==> src/rtl/ifetch_buf_pkg.sv <==
// Shared widths, encodings and the fetch-buffer entry type.
// Imported by the fetch buffer and by anything that talks to it.
package ifetch_buf_pkg;

    localparam int ADDR_WIDTH = 32;
    localparam int DATA_WIDTH = 32;

    // addi x0, x0, 0
    localparam logic [DATA_WIDTH-1:0] NOP = 32'h0000_0013;

    typedef struct packed {
        logic [ADDR_WIDTH-1:0] addr;
        logic [DATA_WIDTH-1:0] inst;
    } fetch_entry_t;

    function automatic logic [ADDR_WIDTH-1:0] next_pc(
        input logic [ADDR_WIDTH-1:0] pc
    );
        return pc + ADDR_WIDTH'(4);
    endfunction

endpackage

==> src/rtl/sync_fifo.sv <==
// Single-clock FIFO: storage array plus wrapping pointers and count.
// Ports: clk_i, rst_i (async, high), clear_i (sync flush), push_i/data_i,
//        pop_i, data_o (head, straight from storage), count_o.
module sync_fifo #(
    parameter int WIDTH = 8,
    parameter int DEPTH = 4,
    localparam int AW = $clog2(DEPTH),
    localparam int CW = AW + 1
) (
    input  logic             clk_i,
    input  logic             rst_i,
    input  logic             clear_i,
    input  logic             push_i,
    input  logic             pop_i,
    input  logic [WIDTH-1:0] data_i,
    output logic [WIDTH-1:0] data_o,
    output logic [CW-1:0]    count_o
);

    logic [WIDTH-1:0] mem [DEPTH];
    logic [AW-1:0]    wr_ptr;
    logic [AW-1:0]    rd_ptr;
    logic [CW-1:0]    count;
    logic             do_push;
    logic             do_pop;

    // Guard against overflow/underflow; a clear cancels both.
    assign do_push = push_i && !clear_i && (count != CW'(DEPTH));
    assign do_pop  = pop_i && !clear_i && (count != '0);

    always_ff @(posedge clk_i or posedge rst_i) begin
        if (rst_i) begin
            wr_ptr <= '0;
            rd_ptr <= '0;
            count  <= '0;
        end else if (clear_i) begin
            wr_ptr <= '0;
            rd_ptr <= '0;
            count  <= '0;
        end else begin
            if (do_push) wr_ptr <= wr_ptr + AW'(1);
            if (do_pop)  rd_ptr <= rd_ptr + AW'(1);
            case ({do_push, do_pop})
                2'b10:   count <= count + CW'(1);
                2'b01:   count <= count - CW'(1);
                default: count <= count;
            endcase
        end
    end

    // Storage carries no reset; only the control state above does.
    always_ff @(posedge clk_i) begin
        if (do_push) mem[wr_ptr] <= data_i;
    end

    assign data_o  = mem[rd_ptr];
    assign count_o = count;

endmodule

==> src/rtl/ifetch_buf.sv <==
// Instruction fetch buffer between pc/imem port and if_id.
// Ports: clk_i, rst_i, flush_jump_i/new_pc_i (redirect), inst_ce_o/pc_o
//        (imem request), inst_i (data one cycle later), inst_valid_o/
//        inst_o/inst_addr_o/inst_ready_i (head handshake to if_id).
module ifetch_buf
    import ifetch_buf_pkg::*;
#(
    parameter int                    DEPTH    = 4,
    parameter logic [ADDR_WIDTH-1:0] RESET_PC = '0
) (
    input  logic                  clk_i,
    input  logic                  rst_i,
    input  logic                  flush_jump_i,
    input  logic [ADDR_WIDTH-1:0] new_pc_i,
    output logic                  inst_ce_o,
    output logic [ADDR_WIDTH-1:0] pc_o,
    input  logic [DATA_WIDTH-1:0] inst_i,
    output logic                  inst_valid_o,
    output logic [DATA_WIDTH-1:0] inst_o,
    output logic [ADDR_WIDTH-1:0] inst_addr_o,
    input  logic                  inst_ready_i
);

    localparam int CW = $clog2(DEPTH) + 1;

    logic [ADDR_WIDTH-1:0] fetch_pc;
    logic [ADDR_WIDTH-1:0] pend_addr;
    logic                  inflight;
    logic [CW-1:0]         count;
    logic                  push;
    logic                  pop;
    logic                  valid;
    fetch_entry_t          wr_entry;
    fetch_entry_t          head;

    // Reserve a slot for the in-flight word so a push can never overflow.
    assign inst_ce_o = !rst_i && !flush_jump_i &&
                       ((count + CW'(inflight)) < CW'(DEPTH));
    assign pc_o      = fetch_pc;

    assign valid = (count != '0);
    assign push  = inflight && !flush_jump_i;
    assign pop   = valid && inst_ready_i && !flush_jump_i;

    assign wr_entry = '{addr: pend_addr, inst: inst_i};

    always_ff @(posedge clk_i or posedge rst_i) begin
        if (rst_i) begin
            fetch_pc  <= RESET_PC;
            pend_addr <= '0;
            inflight  <= 1'b0;
        end else begin
            inflight <= inst_ce_o;
            if (flush_jump_i) begin
                fetch_pc <= new_pc_i;
            end else if (inst_ce_o) begin
                fetch_pc  <= next_pc(fetch_pc);
                pend_addr <= fetch_pc;
            end
        end
    end

    sync_fifo #(
        .WIDTH ($bits(fetch_entry_t)),
        .DEPTH (DEPTH)
    ) u_fifo (
        .clk_i   (clk_i),
        .rst_i   (rst_i),
        .clear_i (flush_jump_i),
        .push_i  (push),
        .pop_i   (pop),
        .data_i  (wr_entry),
        .data_o  (head),
        .count_o (count)
    );

    // Storage is unreset, so mask the head while empty.
    assign inst_valid_o = valid;
    assign inst_o       = valid ? head.inst : '0;
    assign inst_addr_o  = valid ? head.addr : '0;

endmodule

==> config.mk <==
export PLATFORM = sky130hd
export DESIGN_NAME = ifetch_buf
export DESIGN_NICKNAME = d
export VERILOG_FILES = /design/src/rtl/ifetch_buf_pkg.sv /design/src/rtl/sync_fifo.sv /design/src/rtl/ifetch_buf.sv
export SDC_FILE = /design/constraint.sdc
export NUM_CORES = 1
export LEC_CHECK = 0
export CAP_MARGIN = 10
export CELL_PAD_IN_SITES_DETAIL_PLACEMENT = 1
export CELL_PAD_IN_SITES_GLOBAL_PLACEMENT = 2
export CORE_UTILIZATION = 35
export CTS_CLUSTER_SIZE = 40
export DETAILED_ROUTE_END_ITERATION = 7
export PLACE_DENSITY = 0.75
export SLEW_MARGIN = 25
export SYNTH_ARGS = -nofsm -noshare
export SYNTH_HDL_FRONTEND = slang
export SYNTH_HIERARCHICAL = 1
export SYNTH_SLANG_ARGS = --single-unit
==> constraint.sdc <==
create_clock -name clk_i -period 3.7 [get_ports clk_i]
set_input_delay 0.74 -clock clk_i [delete_from_list [all_inputs] [get_ports clk_i]]
set_output_delay 0.74 -clock clk_i [all_outputs]
set_load 0.05 [all_outputs]
Word level (Yosys, flattened, before mapping). Memories as Yosys holds them, arrays and structs flattened. Cells that the tools add are included. W data, S select, Z words.

Bits in registers: 72. Output and inout port bits: 98. Word-level logic and storage cells: 47. Memories kept: 1. Bits in writable memories: 256.

Reductions and logical operators: 17. Bitwise operators: 1. $lt $le $gt $ge: 1. Add/subtract/negate cells: 6. Multiplexer cells: 12. Eq/ne operators: 3.

Memories: u_fifo.mem (depth 4, width 64, rd ports 1, clocked after Yosys merged registers in 0, write ports 1, RTL line sync_fifo.sv:20) `logic [WIDTH-1:0] mem [DEPTH];`.

Operator list (count): $mux W32 (4); $add A32 B3 Y32 const B (1); $logic_and A1 B1 Y1 (9); $mux W2 (4); $pmux W3 S2 (1); $reduce_bool A2 Y1 (3); $reduce_bool A3 Y1 (2); $add A2 B1 Y2 const B (2); $add A3 B1 Y3 (1); $add A3 B1 Y3 const B (1); $lt A3 B3 Y1 const B (1); $mux W3 (1); $ne A3 B3 Y1 const B (1); $sub A3 B1 Y3 const B (1); $eq A2 B1 Y1 const B (1); $eq A2 B2 Y1 const B (1); $logic_not A1 Y1 (2); $mux W1 (2); $reduce_and A2 Y1 (1); $not A1 Y1 (1).

Depth between registers and ports, before layout. Gate-level depths: netlist of run 1.

Word-level depth: 8. Mapped depth: 12.

Hierarchy. The synthesis of run 1 kept the hierarchy.

Modules (own cells, without submodules): sync_fifo (cells an instance 398, area each 9779.4 um^2, instances 1, seq. area each 7862.5 um^2); ifetch_buf (cells an instance 420, area each 3534.6 um^2, instances 1, seq. area each 1626.6 um^2).

Worst setup path after synthesis of run 1. OpenSTA, ideal clock, no wires.

Path kind: input to register. Start: in flush_jump_i. End: mem u_fifo/mem[0][0] (netlist name), enable pin. Data required time: 3271 ps. Stages: 7. Path slack: 51 ps. Data arrival time: 3220 ps. Path buffers: 3. Library setup time: 429 ps. Cells stage by stage: clkbuf_1 > clkbuf_1 > nor2b_1 > buf_2 > nand2_2 > nor2_2 > and2_1.

Word-level cells in the longest chain between the ends: 6.

RTL lines: from (decl) (RTL line ifetch_buf.sv:13) `input logic flush_jump_i,`; $logic_not A1 Y1 (RTL line ifetch_buf.sv:42) `assign push = inflight && !flush_jump_i;`; $logic_and A1 B1 Y1 (RTL line ifetch_buf.sv:42); via push (RTL line ifetch_buf.sv:30) `logic push;`; $logic_and A1 B1 Y1 (2 in series) (RTL line sync_fifo.sv:28) `assign do_push = push_i && !clear_i && (count != CW'(DEPTH));`; $mux W1 (RTL line sync_fifo.sv:53) `if (do_push) mem[wr_ptr] <= data_i;`; $mux W1 (not written as such) (RTL line sync_fifo.sv:53); to (decl) (RTL line sync_fifo.sv:20).

The timed path passes the listed nets, and every way through them passes these cells.

Worst setup path after layout of run 1.
Start: reg u_fifo.count[0], in the netlist u_fifo/count_o[0]. End: out inst_addr_o[8].

Word-level cells in the longest chain between the ends: 2.

RTL lines: from (decl) (RTL line sync_fifo.sv:23) `logic [CW-1:0] count;`; from (signal assigned) (RTL line sync_fifo.sv:44) `2'b10: count <= count + CW'(1);`; from (signal assigned) (RTL line sync_fifo.sv:45) `2'b01: count <= count - CW'(1);`; from (signal assigned) (RTL line sync_fifo.sv:46) `default: count <= count;`; $reduce_bool A3 Y1 (RTL line ifetch_buf.sv:41) `assign valid = (count != '0);`; $mux W32 (RTL line ifetch_buf.sv:80) `assign inst_addr_o = valid ? head.addr : '0;`; to (decl) (RTL line ifetch_buf.sv:20) `output logic [ADDR_WIDTH-1:0] inst_addr_o,`.

Every way passes these cells.

==> flow_metrics.env, run 1 <==
export IMPL_status="complete, no violations"
export IMPL_syn_num_nets=892
export IMPL_syn2layout_area_growth_pct=26.9
export IMPL_avgRoutedWirePerCell_um=19.3
export IMPL_whs_ns=0.518
export IMPL_fillers=3707
export IMPL_syn_inst=818
export IMPL_slew_headroom=0.631
export IMPL_max_cap_violations=0
export IMPL_avgSynthCellArea_sq_um=16.3
export IMPL_cp_start_kind="flop"
export IMPL_n_antenna_cell=0
export IMPL_finalSetupViolations=0
export IMPL_drtAntennaViolNets=0
export IMPL_mostFrequentLayoutCell="edfxtp_1"
export IMPL_ys_seq_elements=328
export IMPL_rsz0062_at_grt="no"
export IMPL_antenna_found_initial=0
export IMPL_dr_total_vias=7336
export IMPL_fin_crit_ns=3.50
export IMPL_criticalPathCategory="reg2out"
export IMPL_grt_pass1_wl_um=46200
export IMPL_dp_final_hpwl_um=18700
export IMPL_clock_fmax_mhz=286
export IMPL_seq_area_frac_synth=0.713
export IMPL_end_kind="primary output"
export IMPL_synth_enable_flop_cells=256
export IMPL_io_pins=166
export IMPL_synth_main_ff_cell="edfxtp_1"
export IMPL_gp_congestion=0.724
export IMPL_coreArea_sq_mm=0.0376
export IMPL_layout_drive_gt1_share=0.173
export IMPL_wl_met3_um=1130
export IMPL_cp_data_required_time_ns=2.96
export IMPL_vias_per_cell=4.78
export IMPL_routed_top_layer="met4"
export IMPL_worstMarginPinSlew_ns=0.554
export IMPL_globalRoute_totalOverflow=0
export IMPL_yosysWarnings=6
export IMPL_leakagePower_nw=5.85
export IMPL_initial_core_util=0.354
export IMPL_power_density_mw_per_mm2=504
export IMPL_crit_fanout=66
export IMPL_cts_root_buf="clkbuf_16"
export IMPL_htreeDepth=2
export IMPL_slew_viol_final=0
export IMPL_die_x_um=197
export IMPL_clkTransAtPathRegs_ns=0.06
export IMPL_drc=0
export IMPL_ir_worst_vdd_mv=0.287
export IMPL_cts_tree="built"
export IMPL_grt_max_degree=67
export IMPL_final_cell_mix="edfxtp_1, clkdlybuf4s50_1, nand2_1"
export IMPL_clk_latency_ns=0.51
export IMPL_cts_buffers=36
export IMPL_grt_pass1_vias=7891
export IMPL_tns_ns=0
export IMPL_hp_class="reg2reg"
export IMPL_grt_usage=0.156
export IMPL_rrSetupSlack_ns=0.65
export IMPL_seqCellArea_sq_mm=0.00950
export IMPL_met2_length_um=13900
export IMPL_cts_setup_buffers=0
export IMPL_critPathArrivalTime_ns=2.76
export IMPL_core_rowCount=71
export IMPL_synth_area_sq_mm=0.0133
export IMPL_io_buffer_count=165
export IMPL_routed_wl_um=29600
export IMPL_multi_input_area_sq_mm=0.00360
export IMPL_fp_dieArea_sq_mm=0.0388
export IMPL_clk_path_buf_depth=3
export IMPL_dr_pass1_iters=6
export IMPL_fin_nets=1071
export IMPL_chipHeight_um=197
export IMPL_wl_met1_um=14100
export IMPL_dr_first_iter_drc_count=336
export IMPL_ys_types=50
export IMPL_synthArstFlopShare=0.220
export IMPL_cts_sinks=328
export IMPL_hold_viol=0
export IMPL_fin_crit_sh=0.946
export IMPL_skew_ns=0.0174
## cell families after synthesis
| logic type | after synthesis | share of synthesized area |
|---|---|---|
| and+or+nand+nor | 275 | 0.104 |
| AOI/OAI and AO/OA | 49 | 0.0211 |
| xor gates and xnor gates | 28 | 0.0184 |
| buffers and inverters | 56 | 0.0192 |
| adders and majority gates | 6 | 0.00620 |
| muxes | 76 | 0.118 |
| DFF | 328 | 0.713 |
## timing repair
| item | in CTS | in global routing |
|---|---|---|
| setup endpoints to repair | 0 | 50 |
| hold buffers | 0 | 0 |
| gates resized for setup | 0 | 1 |
## through the flow
| step | util | area [sq um] | cells | setup slack, ns | total power [mW] |
|---|---|---|---|---|---|
| global placement | 0.417 | 15700 | 1470 | 0.630 | 4.88 |
| CTS | 0.450 | 16900 | 1535 | 0.0340 | 8.62 |
| finish | 0.450 | 16900 | 1535 | 0.202 | 8.51 |
| global route | 0.450 | 16900 | 1535 | 0.0846 | 8.81 |
| floorplan | - | 13300 | 818 | 0.0512 | 4.61 |
| detailed placement | 0.417 | 15700 | 1470 | 0.545 | 4.90 |
## final cells by class
cell class | count | share of cell area
Sequential cell | 328 | 0.562
Tap cell | 511 | 0.0378
Clock buffer | 40 | 0.0542
Multi-Input combinational cell | 434 | 0.213
Timing Repair Buffer | 186 | 0.112
Clock inverter | 25 | 0.0184
Inverter | 11 | 0.00244
## worst paths after layout
check,to,depth (start not counted),start
max,inst_addr_o[8],4,u_fifo/count_o[0]
min reg2reg,u_fifo/mem[1][40],0,pend_addr[8]
min,u_fifo/mem[1][40],0,pend_addr[8]
min in group asynchronous,pend_addr[29],2,rst_i
max in group asynchronous,pend_addr[0],3,rst_i
max reg2reg,u_fifo/count_o[1],10,u_fifo/count_o[0]
## synth_stat cells, drive strengths merged, types with 2 or more instances
cell type | instances | share of area
a21oi | 7 | 0.0026
and2 | 70 | 0.033
and3 | 5 | 0.0024
and4 | 3 | 0.0020
buf | 18 | 0.0084
clkbuf | 27 | 0.0077
dfrtp | 72 | 0.14
edfxtp | 256 | 0.58
ha | 5 | 0.0047
inv | 11 | 0.0031
mux2 | 7 | 0.0062
mux2i | 5 | 0.0038
mux4 | 64 | 0.11
nand2 | 126 | 0.036
nand3 | 15 | 0.0056
nand4 | 5 | 0.0035
nor2 | 14 | 0.0041
nor2b | 4 | 0.0019
nor3 | 11 | 0.0041
nor3b | 2 | 0.0011
nor4 | 13 | 0.0061
o21ai | 30 | 0.011
o22ai | 2 | 0.00094
o311ai | 2 | 0.0013
or4 | 2 | 0.0017
xnor2 | 22 | 0.014
xor2 | 6 | 0.0039
## per-layer routing
metal / global-route usage / vias up
li1: - / 3423
met1: 0.221 / 3718
met2: 0.252 / 161
met3: 0.0256 / 34
met4: 0.0388 / 0
met5: 0 / -
## sequential cells by signal (all words and copies together), names as in the netlist
register        count
u_fifo/mem        256
pc_o               32
pend_addr          32
u_fifo/count_o      3
u_fifo/rd_ptr       2
u_fifo/wr_ptr       2
inflight            1
## report_power, final
part | switching (mW) | total, mW | internal (mW)
clock network | 1.41 | 3.70 | 2.28
logic | 0.319 | 0.536 | 0.217
registers | 0.152 | 4.28 | 4.13
total | 1.89 | 8.51 | 6.63
## worst max-delay path, cell delays in order, from the launching register on
cell             delay (ns)
dfrtp_1                0.51
or3_2                  0.54
buf_6                  0.26
and2_1                 0.23
clkdlybuf4s50_1        0.70
No activity file was read; power rests on OpenSTA's default activity.
==> run 2: changes to the inputs <==
- REMOVE_ABC_BUFFERS: unset -> 1
==> run 2 against run 1 <==
  * Sequential cell count did not move
  * Clock skew fell by 0.0042 ns
  * Final area fell by 0.58%
  * Clock power fell by 9.2%
  * Worst setup slack got worse by 0.071 ns
  * Non-clock buffer count rose by 4
  * Power fell by 4.0%
  * Cell count rose by 0.26%
  * Wire length rose by 3.9%
  * Critical path depth did not move
  * Sequential power barely moved
  * Largest power group unchanged
==> flow_metrics.env, run 2 (same netlist as run 1, synthesis figures left out) <==
export IMPL_final_area_sq_mm=0.0168
export IMPL_fin_crit_ns=3.57
export IMPL_largest_register="u_fifo/mem"
export IMPL_grt_usage=0.163
export IMPL_max_stage_delay_ns=0.69
export IMPL_crit_fanout=21
export IMPL_cp_data_required_time_ns=2.96
export IMPL_cts_root_buf="clkbuf_16"
export IMPL_dp_cells=1474
export IMPL_skew_ns=0.0131
export IMPL_end_kind="primary output"
export IMPL_core_rowCount=71
export IMPL_clk_path_buf_depth=3
export IMPL_cts_buffers=36
export IMPL_syn2layout_area_growth_pct=26.2
export IMPL_clk_latency_ns=0.51
export IMPL_globalRoute_totalOverflow=0
export IMPL_clkTransAtPathRegs_ns=0.06
export IMPL_fin_crit_sh=0.965
export IMPL_die_x_um=197
export IMPL_fp_dieArea_sq_mm=0.0388
export IMPL_dr_pass1_iters=4
export IMPL_final_instance_count_excl_fill=1539
export IMPL_slew_headroom=0.609
export IMPL_cp_start_kind="flop"
export IMPL_io_buffer_count=165
export IMPL_critPathBufInv=2
export IMPL_grt_pass1_wl_um=47800
export IMPL_worstPathCellList="buf_12 > mux4_2 > and2_1 > clkdlybuf4s50_1"
export IMPL_grt_max_degree=58
export IMPL_layout_drive_gt1_share=0.171
export IMPL_final_cell_mix="edfxtp_1, nand2_1, clkdlybuf4s50_1"
export IMPL_criticalPathCategory="reg2out"
export IMPL_dpl_cell_area_sq_mm=0.0157
export IMPL_finalSetupViolations=0
export IMPL_dr_first_iter_drc_count=426
export IMPL_mostFrequentLayoutCell="edfxtp_1"
export IMPL_hp_class="reg2reg"
export IMPL_vias_per_cell=4.80
export IMPL_chipHeight_um=197
export IMPL_cts_tree="built"
export IMPL_hp_start="pc_o[0]"
export IMPL_n_antenna_cell=0
export IMPL_dr_total_vias=7384
export IMPL_critical_path_top_delay_family="buffers and inverters"
export IMPL_drc=0
export IMPL_fin_nets=1075
export IMPL_initial_core_util=0.354
export IMPL_hold_viol=0
export IMPL_rrSetupSlack_ns=0.70
export IMPL_critical_path_startpoint="u_fifo/rd_ptr[0]"
export IMPL_whs_ns=0.505
export IMPL_status="complete, no violations"
export IMPL_antenna_found_initial=0
export IMPL_coreArea_sq_mm=0.0376
export IMPL_htreeDepth=2
export IMPL_routed_wl_um=30800
export IMPL_worstMarginPinSlew_ns=0.574
export IMPL_avgRoutedWirePerCell_um=20.0
export IMPL_power_density_mw_per_mm2=486
export IMPL_rr_startpoint="u_fifo/count_o[0]"
export IMPL_critPathArrivalTime_ns=2.83
export IMPL_rsz0062_at_grt="no"
export IMPL_ir_worst_vdd_mv=0.274
export IMPL_max_cap_violations=0
export IMPL_drtAntennaViolNets=0
export IMPL_cts_sinks=328
export IMPL_slew_viol_final=0
export IMPL_gp_congestion=0.697
export IMPL_io_pins=166
export IMPL_leakagePower_nw=6.01
export IMPL_largest_reg_flops=256
export IMPL_clock_fmax_mhz=280
export IMPL_dp_final_hpwl_um=20100
export IMPL_grt_pass1_vias=8047
export IMPL_cp_slowest_cell="clkdlybuf4s50_1"
[run 2: changes by cell type in the layout (fill, tap and decap cells not counted), moves of 2 or more]
cell,before,now
clkbuf_1,4,8
bufinv_16,7,1
dlygate4sd2_1,0,37
clkbuf_8,0,3
clkdlybuf4s50_1,149,113
buf_12,10,12
[run 2: tightest hold or removal path: cells and delay by family, from the launching register on]
kind	cells	cell delay, ns
DFF	1	0.37
and+or+nand+nor	2	0.11
[run 2: per-stage QoR]
step                      setup WS (ns)  TNS [ns]  power, mW   util
after floorplan                  -0.593    -42.14       4.60      -
after global placement            0.538         0       4.87  0.419
after detailed placement          0.467         0       4.90  0.419
after CTS                        0.0613         0       8.28  0.447
after global routing            0.00104         0       8.47  0.447
final                             0.131         0       8.17  0.447
[run 2: path summary, 6_finish.rpt]
check / endpoint / depth (start not counted)
min in group asynchronous: u_fifo/rd_ptr[0] / 2
max in group asynchronous: pend_addr[31] / 3
max reg2reg: u_fifo/count_o[1] / 9
max: inst_addr_o[1] / 4
min: pend_addr[0] / 2
min reg2reg: pend_addr[0] / 2
[run 2: timing repair]
item	CTS	global route
endpoints found under the setup margin	37	1
hold buffers	0	0
resized for setup	37	1
setup buffers	0	0
[run 2: layer usage]
metal | GRT usage | vias to the layer above | wire (um)
li1 | - | 3435 | -
met1 | 0.216 | 3752 | 13700
met2 | 0.280 | 158 | 15400
met3 | 0.0237 | 39 | 1120
met4 | 0.0413 | 0 | 567
met5 | 0 | - | 0
[run 2: layout make-up]
type	count	area, sq um
fillers	3688	20800
flip-flops and latches	328	9500
multi-input cells	434	3610
repair buffers	190	1910
clock buffers	48	997
well taps	511	639
clock inverters	17	111
inverters	11	41.3
[run 2: where the power goes]
part           total, mW  internal (mW)  switching, mW
Clock               3.36           1.97           1.40
Combinational      0.541          0.217          0.324
Sequential          4.27           4.13          0.137
Total               8.17           6.31           1.86
==> run 3: changes to the inputs <==
- CTS_CLUSTER_SIZE: 40 -> unset
==> results of run 3 <==
No change in the layout: final DEF, timing and power equal those of run 2.
